$ cat config.mk
export PLATFORM = sky130hd
export DESIGN_NAME = sr_cmd_gen
export DESIGN_NICKNAME = d
export VERILOG_FILES = /design/src/rtl/sr_cmd_gen_pkg.sv /design/src/rtl/sr_cmd_gen_btn_debounce.sv /design/src/rtl/sr_cmd_gen.sv
export SDC_FILE = /design/constraint.sdc
export NUM_CORES = 1
export LEC_CHECK = 0
export CORE_MARGIN = 5
export CORE_UTILIZATION = 34
export CTS_CLUSTER_SIZE = 12
export DETAILED_ROUTE_END_ITERATION = 6
export MAX_ROUTING_LAYER = met4
export PLACE_DENSITY = 0.5
export SYNTH_ARGS = -nofsm -noshare
export SYNTH_HDL_FRONTEND = slang
export SYNTH_SLANG_ARGS = --single-unit
$ cat constraint.sdc
create_clock -name clk -period 4.1 [get_ports clk]
set_clock_uncertainty 0.2 [all_clocks]
set_input_delay 0.82 -clock clk [delete_from_list [all_inputs] [get_ports clk]]
set_output_delay 0.82 -clock clk [all_outputs]
set_load 0.05 [all_outputs]
$ cat src/rtl/sr_cmd_gen_pkg.sv
// Shared definitions for the sr_ff command generator: FSM encoding,
// default timing values and a counter-width helper.
package sr_cmd_gen_pkg;

  localparam int DB_CYCLES_DEF    = 4;
  localparam int PULSE_CYCLES_DEF = 2;
  localparam int GAP_CYCLES_DEF   = 1;

  typedef enum logic [1:0] {
    IDLE      = 2'd0,
    SET_PULSE = 2'd1,
    RST_PULSE = 2'd2,
    GAP       = 2'd3
  } state_t;

  // Bits needed to hold 0..max_val, never fewer than one.
  function automatic int cnt_width(input int max_val);
    cnt_width = (max_val < 1) ? 1 : $clog2(max_val + 1);
  endfunction

endpackage

$ cat src/rtl/sr_cmd_gen_btn_debounce.sv
// Per-button front end: 2-flop synchroniser, stable-count debounce and
// rising-edge detect on the debounced level.
module btn_debounce
  import sr_cmd_gen_pkg::*;
#(
  parameter int DB_CYCLES = DB_CYCLES_DEF
) (
  input  logic clk,
  input  logic rst_n,
  input  logic btn_in,
  output logic level,
  output logic rise
);

  localparam int CW = cnt_width(DB_CYCLES);
  localparam logic [CW-1:0] DB_LAST = CW'(DB_CYCLES - 1);

  logic          sync_q1;
  logic          sync;
  logic          level_d;
  logic [CW-1:0] cnt;

  // Any disagreement that does not persist for DB_CYCLES edges restarts the count.
  always_ff @(posedge clk or negedge rst_n) begin
    if (!rst_n) begin
      sync_q1 <= 1'b0;
      sync    <= 1'b0;
      level   <= 1'b0;
      level_d <= 1'b0;
      cnt     <= '0;
    end else begin
      sync_q1 <= btn_in;
      sync    <= sync_q1;
      level_d <= level;
      if (sync != level) begin
        if (cnt == DB_LAST) begin
          level <= sync;
          cnt   <= '0;
        end else begin
          cnt <= cnt + CW'(1);
        end
      end else begin
        cnt <= '0;
      end
    end
  end

  assign rise = level & ~level_d;

endmodule

$ cat src/rtl/sr_cmd_gen.sv
// Turns two bouncy push-buttons into clean, mutually exclusive s/r pulses
// for sr_ff, queuing requests that arrive while a pulse is in progress.
module sr_cmd_gen
  import sr_cmd_gen_pkg::*;
#(
  parameter int DB_CYCLES    = DB_CYCLES_DEF,
  parameter int PULSE_CYCLES = PULSE_CYCLES_DEF,
  parameter int GAP_CYCLES   = GAP_CYCLES_DEF
) (
  input  logic clk,
  input  logic rst_n,
  input  logic set_btn,
  input  logic rst_btn,
  output logic s,
  output logic r,
  output logic busy,
  output logic conflict
);

  localparam int PMAX = (PULSE_CYCLES > GAP_CYCLES) ? PULSE_CYCLES : GAP_CYCLES;
  localparam int PW   = cnt_width(PMAX);
  localparam logic [PW-1:0] PULSE_LAST = PW'(PULSE_CYCLES - 1);
  localparam logic [PW-1:0] GAP_LAST   = PW'(GAP_CYCLES - 1);

  state_t        state;
  state_t        state_next;
  logic [PW-1:0] pcnt;
  logic [PW-1:0] pcnt_next;
  logic          pend_s;
  logic          pend_s_next;
  logic          pend_r;
  logic          pend_r_next;
  logic          conflict_next;
  logic          rise_s;
  logic          rise_r;
  logic          level_s;
  logic          level_r;
  logic          set_req;
  logic          rst_req;

  btn_debounce #(.DB_CYCLES(DB_CYCLES)) u_db_set (
    .clk    (clk),
    .rst_n  (rst_n),
    .btn_in (set_btn),
    .level  (level_s),
    .rise   (rise_s)
  );

  btn_debounce #(.DB_CYCLES(DB_CYCLES)) u_db_rst (
    .clk    (clk),
    .rst_n  (rst_n),
    .btn_in (rst_btn),
    .level  (level_r),
    .rise   (rise_r)
  );

  assign set_req = rise_s | pend_s;
  assign rst_req = rise_r | pend_r;

  // s/r are decoded from the next state so they are registered yet aligned with it.
  always_ff @(posedge clk or negedge rst_n) begin
    if (!rst_n) begin
      state    <= IDLE;
      pcnt     <= '0;
      pend_s   <= 1'b0;
      pend_r   <= 1'b0;
      s        <= 1'b0;
      r        <= 1'b0;
      conflict <= 1'b0;
    end else begin
      state    <= state_next;
      pcnt     <= pcnt_next;
      pend_s   <= pend_s_next;
      pend_r   <= pend_r_next;
      s        <= (state_next == SET_PULSE);
      r        <= (state_next == RST_PULSE);
      conflict <= conflict_next;
    end
  end

  always_comb begin
    state_next    = state;
    pcnt_next     = pcnt;
    pend_s_next   = pend_s;
    pend_r_next   = pend_r;
    conflict_next = 1'b0;
    case (state)
      IDLE: begin
        if (set_req && rst_req) begin
          pend_s_next   = 1'b0;
          pend_r_next   = 1'b0;
          conflict_next = 1'b1;
        end else if (set_req) begin
          state_next  = SET_PULSE;
          pend_s_next = 1'b0;
          pcnt_next   = '0;
        end else if (rst_req) begin
          state_next  = RST_PULSE;
          pend_r_next = 1'b0;
          pcnt_next   = '0;
        end
      end
      SET_PULSE, RST_PULSE: begin
        pend_s_next = pend_s | rise_s;
        pend_r_next = pend_r | rise_r;
        if (pcnt == PULSE_LAST) begin
          state_next = GAP;
          pcnt_next  = '0;
        end else begin
          pcnt_next = pcnt + PW'(1);
        end
      end
      GAP: begin
        pend_s_next = pend_s | rise_s;
        pend_r_next = pend_r | rise_r;
        if (pcnt == GAP_LAST) begin
          state_next = IDLE;
          pcnt_next  = '0;
        end else begin
          pcnt_next = pcnt + PW'(1);
        end
      end
      default: state_next = IDLE;
    endcase
  end

  always_comb begin
    busy = (state != IDLE);
  end

endmodule

; ---- After elaboration in Yosys (flattened, before gate mapping)
; Cells that the tools add are included.
[totals]
in_bits = 4
elab_cells = 76
out_inout_bits = 4
ff_bits = 23
[op_classes]
bitwise = 6
eq_ne = 15
n_mux = 25
n_reduce_logical = 10
addsub = 3
[op_table]
columns = operator, n
row1 = 2-to-1 mux 2 bit, 10
row2 = 2-to-1 mux 3 bit, 4
row3 = "inequality test 3 bit, second input constant", 4
row4 = case mux 2 bit (3 select lines), 2
row5 = AND reduction 2 bit, 4
row6 = 2-to-1 mux 1 bit, 7
row7 = "adder 3 x 1 -> 3 bit, second input constant", 2
row8 = "equality test 2 x 1 -> 1 bit, second input constant", 3
row9 = "equality test 2 bit, second input constant", 3
row10 = "equality test 3 x 2 -> 1 bit, second input constant", 2
row11 = zero test 2 bit, 2
row12 = case mux 1 bit (2 select lines), 2
row13 = OR reduction 3 bit, 1
row14 = "adder 2 x 1 -> 2 bit, second input constant", 1
row15 = AND 1 bit, 2
row16 = inequality test 1 bit, 2
row17 = "inequality test 2 bit, second input constant", 1
row18 = inverter 1 bit, 2
row19 = OR 1 bit, 2
row20 = nonzero test 2 bit, 1
row21 = OR reduction 2 bit, 1
row22 = logical AND 1 bit, 1

; ---- Logic depth before layout (Yosys ltp)
[depth]
ltp_word = 8
mapped_depth = 7
mapped_depth_nobuf = 7

; ---- By module
; From an unflattened synthesis, not the netlist that was laid out.
[unflattened]
hier_cells = 81
hier_area_um2 = 1073.5
[by_module_without_submodules]
columns = module, n_inst, seq_area_each_um2, cells_per_inst, area_each_um2
row1 = sr_cmd_gen, 1, 225.2, 51, 568.0
row2 = btn_debounce, 2, 175.2, 15, 252.7

; ---- Least setup slack after synthesis
; Ideal clock, no wire load.
[synth_timing]
kind = register -> output
start = register state[0]
end = output busy
t_arrival_ps = 976
path_buffers = 0
stages_incl_launch_ff = 4
setup_slack_ps = 2104
required_ps = 3080
cell_sequence = dfrtp_1 inv_1 ha_1 inv_1
[synth_via]
elab_chain_cells = 1
[synth_lines]
columns = item, line_no
row1 = "start, declared", sr_cmd_gen.sv:25  ; state_t state;
row2 = "start signal, assigned", sr_cmd_gen.sv:71  ; state <= state_next;
row3 = nonzero test 2 bit, sr_cmd_gen.sv:128  ; busy = (state != IDLE);
row4 = "end, declared", sr_cmd_gen.sv:16  ; output logic busy,
; No other way between the ends.

; ---- Worst setup path after layout
; Same ends and word-level chain as after synthesis.

==> results.py <==
metrics = {
    "timing": {
        "final.setup.worst_slack_ps": 1180,
        "timing.final.max_slew_violations": 0,
        "final-hold-violation-count": 0,
        "final.min_clock_period_ps": 2920,
        "fin_setup_tns_ps": 0,
        "period_share_pct": 71.1,
        "headroom_to_the_max_slew_limit_pct": 33.8,
        "max_freq_mhz": 343,
        "timing.final.setup_violations": 0,
        "rsz0062_at_grt": "no",
        "worst-slew-pin-transition_ps": 990,
    },
    "route": {
        "vias": 574,
        "route.detailed.vias_per_inst": 4.78,
        "detail_route.wl_per_cell_um": 11.4,
        "count_of_unresolved_drc_violations_after_routing": 0,
        "drt_wl_total_um": 1370,
        "drt_iter0_markers": 5,
        "first_pass_iteration_count_of_the_detailed_router": 2,
        "drtAntennaViolNets": 0,
    },
    "synthesis": {
        "yosys.cell_types.count": 18,
        "synth_enable_flop_cells": 0,
        "synth-warning-count": 0,
        "syn_inst": 79,
        "netlist_top_cells_area": "dfrtp_1, ha_1, mux2_1, inv_1, a221oi_2",
        "async_flop_share_pct": 100,
        "ys_flop_type": "dfrtp_1",
        "synth_sequential_area_ratio_pct": 57.9,
        "synthTopCellsByCount": "dfrtp_1, inv_1, ha_1, nor2_1",
        "synthesized_area_per_cell_um2": 12.6,
        "synth_largest_type_area_fraction_pct": 57.9,
        "yosys_register_bits": 23,
        "yosys.cell_count.top_type": "dfrtp_1",
        "netlist.top_cell.by_area": "dfrtp_1",
        "syn-cell-area_um2": 995,
        "mappedNetlistNets": 91,
    },
    "critical_path": {
        "worst-setup-path-type": "reg2out",
        "worstReg2RegEnd": "s$_DFF_PN0_",
        "rr_worst_depth": 6,
        "worst_ep_required_time_ps": 3080,
        "critical_path.reg2reg.startpoint": "state[0]$_DFF_PN0_",
        "timing.critical_path.to": "busy",
        "worstSetupEndpointType": "primary output",
        "critPathLaunchType": "flip-flop",
        "startpoint": "state[0]$_DFF_PN0_",
        "timing.critical_path.fanout_max": 4,
        "regToRegSetupSlack_ps": 2230,
        "cp.arrival_ps": 1900,
    },
    "min_path": {
        "hp-start": "u_db_set.sync_q1$_DFF_PN0_",
        "hold_path_class": "reg2reg",
    },
    "cts": {
        "cts.reportedPaths.clkPinSlew_ps": 120,
        "clk-insertion-delay-late_ps": 300,
        "tritoncts.num_buffers": 3,
        "cts_htree_levels": 1,
        "cts_root_buffer": "clkbuf_4",
        "cts_repair_resize_count": 0,
        "cts.sink_count": 23,
        "cts_setup_buffers": 0,
        "quantity_of_hold_fixing_buffers_added_after_cts": 0,
        "tritoncts": "built",
        "max-clock-path-buffers": 2,
    },
    "die": {
        "coreArea_um2": 2780,
        "dieHeight_um": 64.1,
        "fp.dieArea_um2": 4110,
        "design.portCount": 8,
        "start_util_pct": 35.8,
        "rows": 19,
        "die-width_um": 64.1,
    },
    "place": {
        "pre_cts_slack_ps": 1520,
        "routabilityCongestion": 0.668,
        "hpwlAfterDp_um": 1030,
        "port_buffers": 7,
    },
    "global_route": {
        "grt_antenna_before_repair": 0,
        "grt_max_degree": 24,
        "grt_first_pass_wirelength_um": 2530,
        "global_route.usage.total_pct": 7.95,
        "grt.overflow.total": 0,
        "via_count_of_the_first_global_routing_pass": 590,
    },
    "final_layout": {
        "filler_cell_count": 274,
        "areaGrowthSynthToFinish_pct": 13.3,
        "final_layout_size_suffix_gt1_share_pct": 10.1,
        "layout.nets": 102,
        "antenna_cells": 0,
    },
    "pwr": {
        "power_density_nw_per_um2": 743,
        "worst_ir_drop_vdd_mv": 0.390,
        "p_leak_uw": 0.000553,
    },
    "status": {
        "run_status": "completed",
    },
    "run": {
        "max_cap_viol_count": 0,
    },
}
critical path, cell delays in order (launching register included):
cell             delay (ps)
dfrtp_1                 440
inv_1                    80
ha_1                    210
inv_1                    70
clkdlybuf4s50_1         800
kinds of logic (layout without fill, tap and decap cells):
family | Yosys count | count (layout) | synth area share [%]
xor+xnor | 3 | 3 | 2.64
simple gates | 19 | 19 | 10.6
flops | 23 | 23 | 57.9
buf+inv | 11 | 21 | 4.15
compound gates | 9 | 9 | 7.92
fa+ha+maj | 10 | 10 | 12.3
mux | 4 | 4 | 4.53
stage by stage:
| step | cells | hold WS [ps] | utilization [%] | area [um^2] | power [uW] |
|---|---|---|---|---|---|
| 3_5_place_dp | 116 | 136 | 39.5 | 1100 | 749 |
| 4_1_cts | 120 | 167 | 40.5 | 1130 | 856 |
| 2_1_floorplan | 79 | 131 | - | 995 | 653 |
| 3_3_place_gp | 116 | 132 | 39.5 | 1100 | 748 |
| 5_1_grt | 120 | 175 | 40.5 | 1130 | 914 |
| 6_report | 120 | 166 | 40.5 | 1130 | 837 |
per-layer routing:
layer / global-route usage [%] / share of wire, % / routed length [um] / vias up
li1: - / - / - / 282
met1: 9.81 / 49 / 672 / 283
met2: 11.8 / 45 / 617 / 7
met3: 2.45 / 4.8 / 66 / 2
met4: 3.82 / 0.73 / 10 / 0
met5: - / 0 / 0 / -
cell type report:
cell class / count / area, um^2 / area share, %
Sequential cell: 23 / 576 / 51.1
Inverter: 10 / 37.5 / 3.33
Clock buffer: 3 / 22.5 / 2.00
Timing Repair Buffer: 7 / 70.1 / 6.22
Tap cell: 31 / 38.8 / 3.44
Clock inverter: 1 / 5.00 / 0.444
Multi-Input combinational cell: 45 / 378 / 33.5
flip-flops by register name, summed over array words and instances, names as in the netlist, 2 cells and up:
| name | cells |
|---|---|
| pcnt | 2 |
| u_db_set.cnt | 3 |
| state | 2 |
| u_db_rst.cnt | 3 |
worst min path at each step:
stage / endpoint / slack, ps / cells after the start
3_5_place_dp: u_db_set.sync$_DFF_PN0_ / 140 / 0
3_3_place_gp: u_db_set.sync$_DFF_PN0_ / 130 / 0
2_1_floorplan: u_db_rst.sync$_DFF_PN0_ / 130 / 0
6_report: u_db_set.sync$_DFF_PN0_ / 170 / 0
4_1_cts: u_db_set.sync$_DFF_PN0_ / 170 / 0
5_1_grt: u_db_set.sync$_DFF_PN0_ / 170 / 0
placed cells by master (no fill, tap or decap):
cell type	count
a21o_1	2
a21oi_1	2
clkinv_2	1
nor3b_1	4
nor3_1	3
inv_1	10
nand2_1	1
a221oi_2	2
nor2b_1	4
a22oi_1	2
clkbuf_4	3
ha_1	8
nor2_1	6
clkdlybuf4s50_1	7
xnor2_1	3
a21oi_2	1
maj3_2	2
dfrtp_1	23
and3b_1	1
mux2_1	4
report_power, final:
group / leakage [uW] / internal [uW] / switching, uW / total [uW]
sequential: 0.000294 / 296 / 44.4 / 341
clock: 0.0000177 / 36.4 / 66.3 / 103
combinational: 0.000242 / 174 / 220 / 394
(Power assumes the default switching activity.)
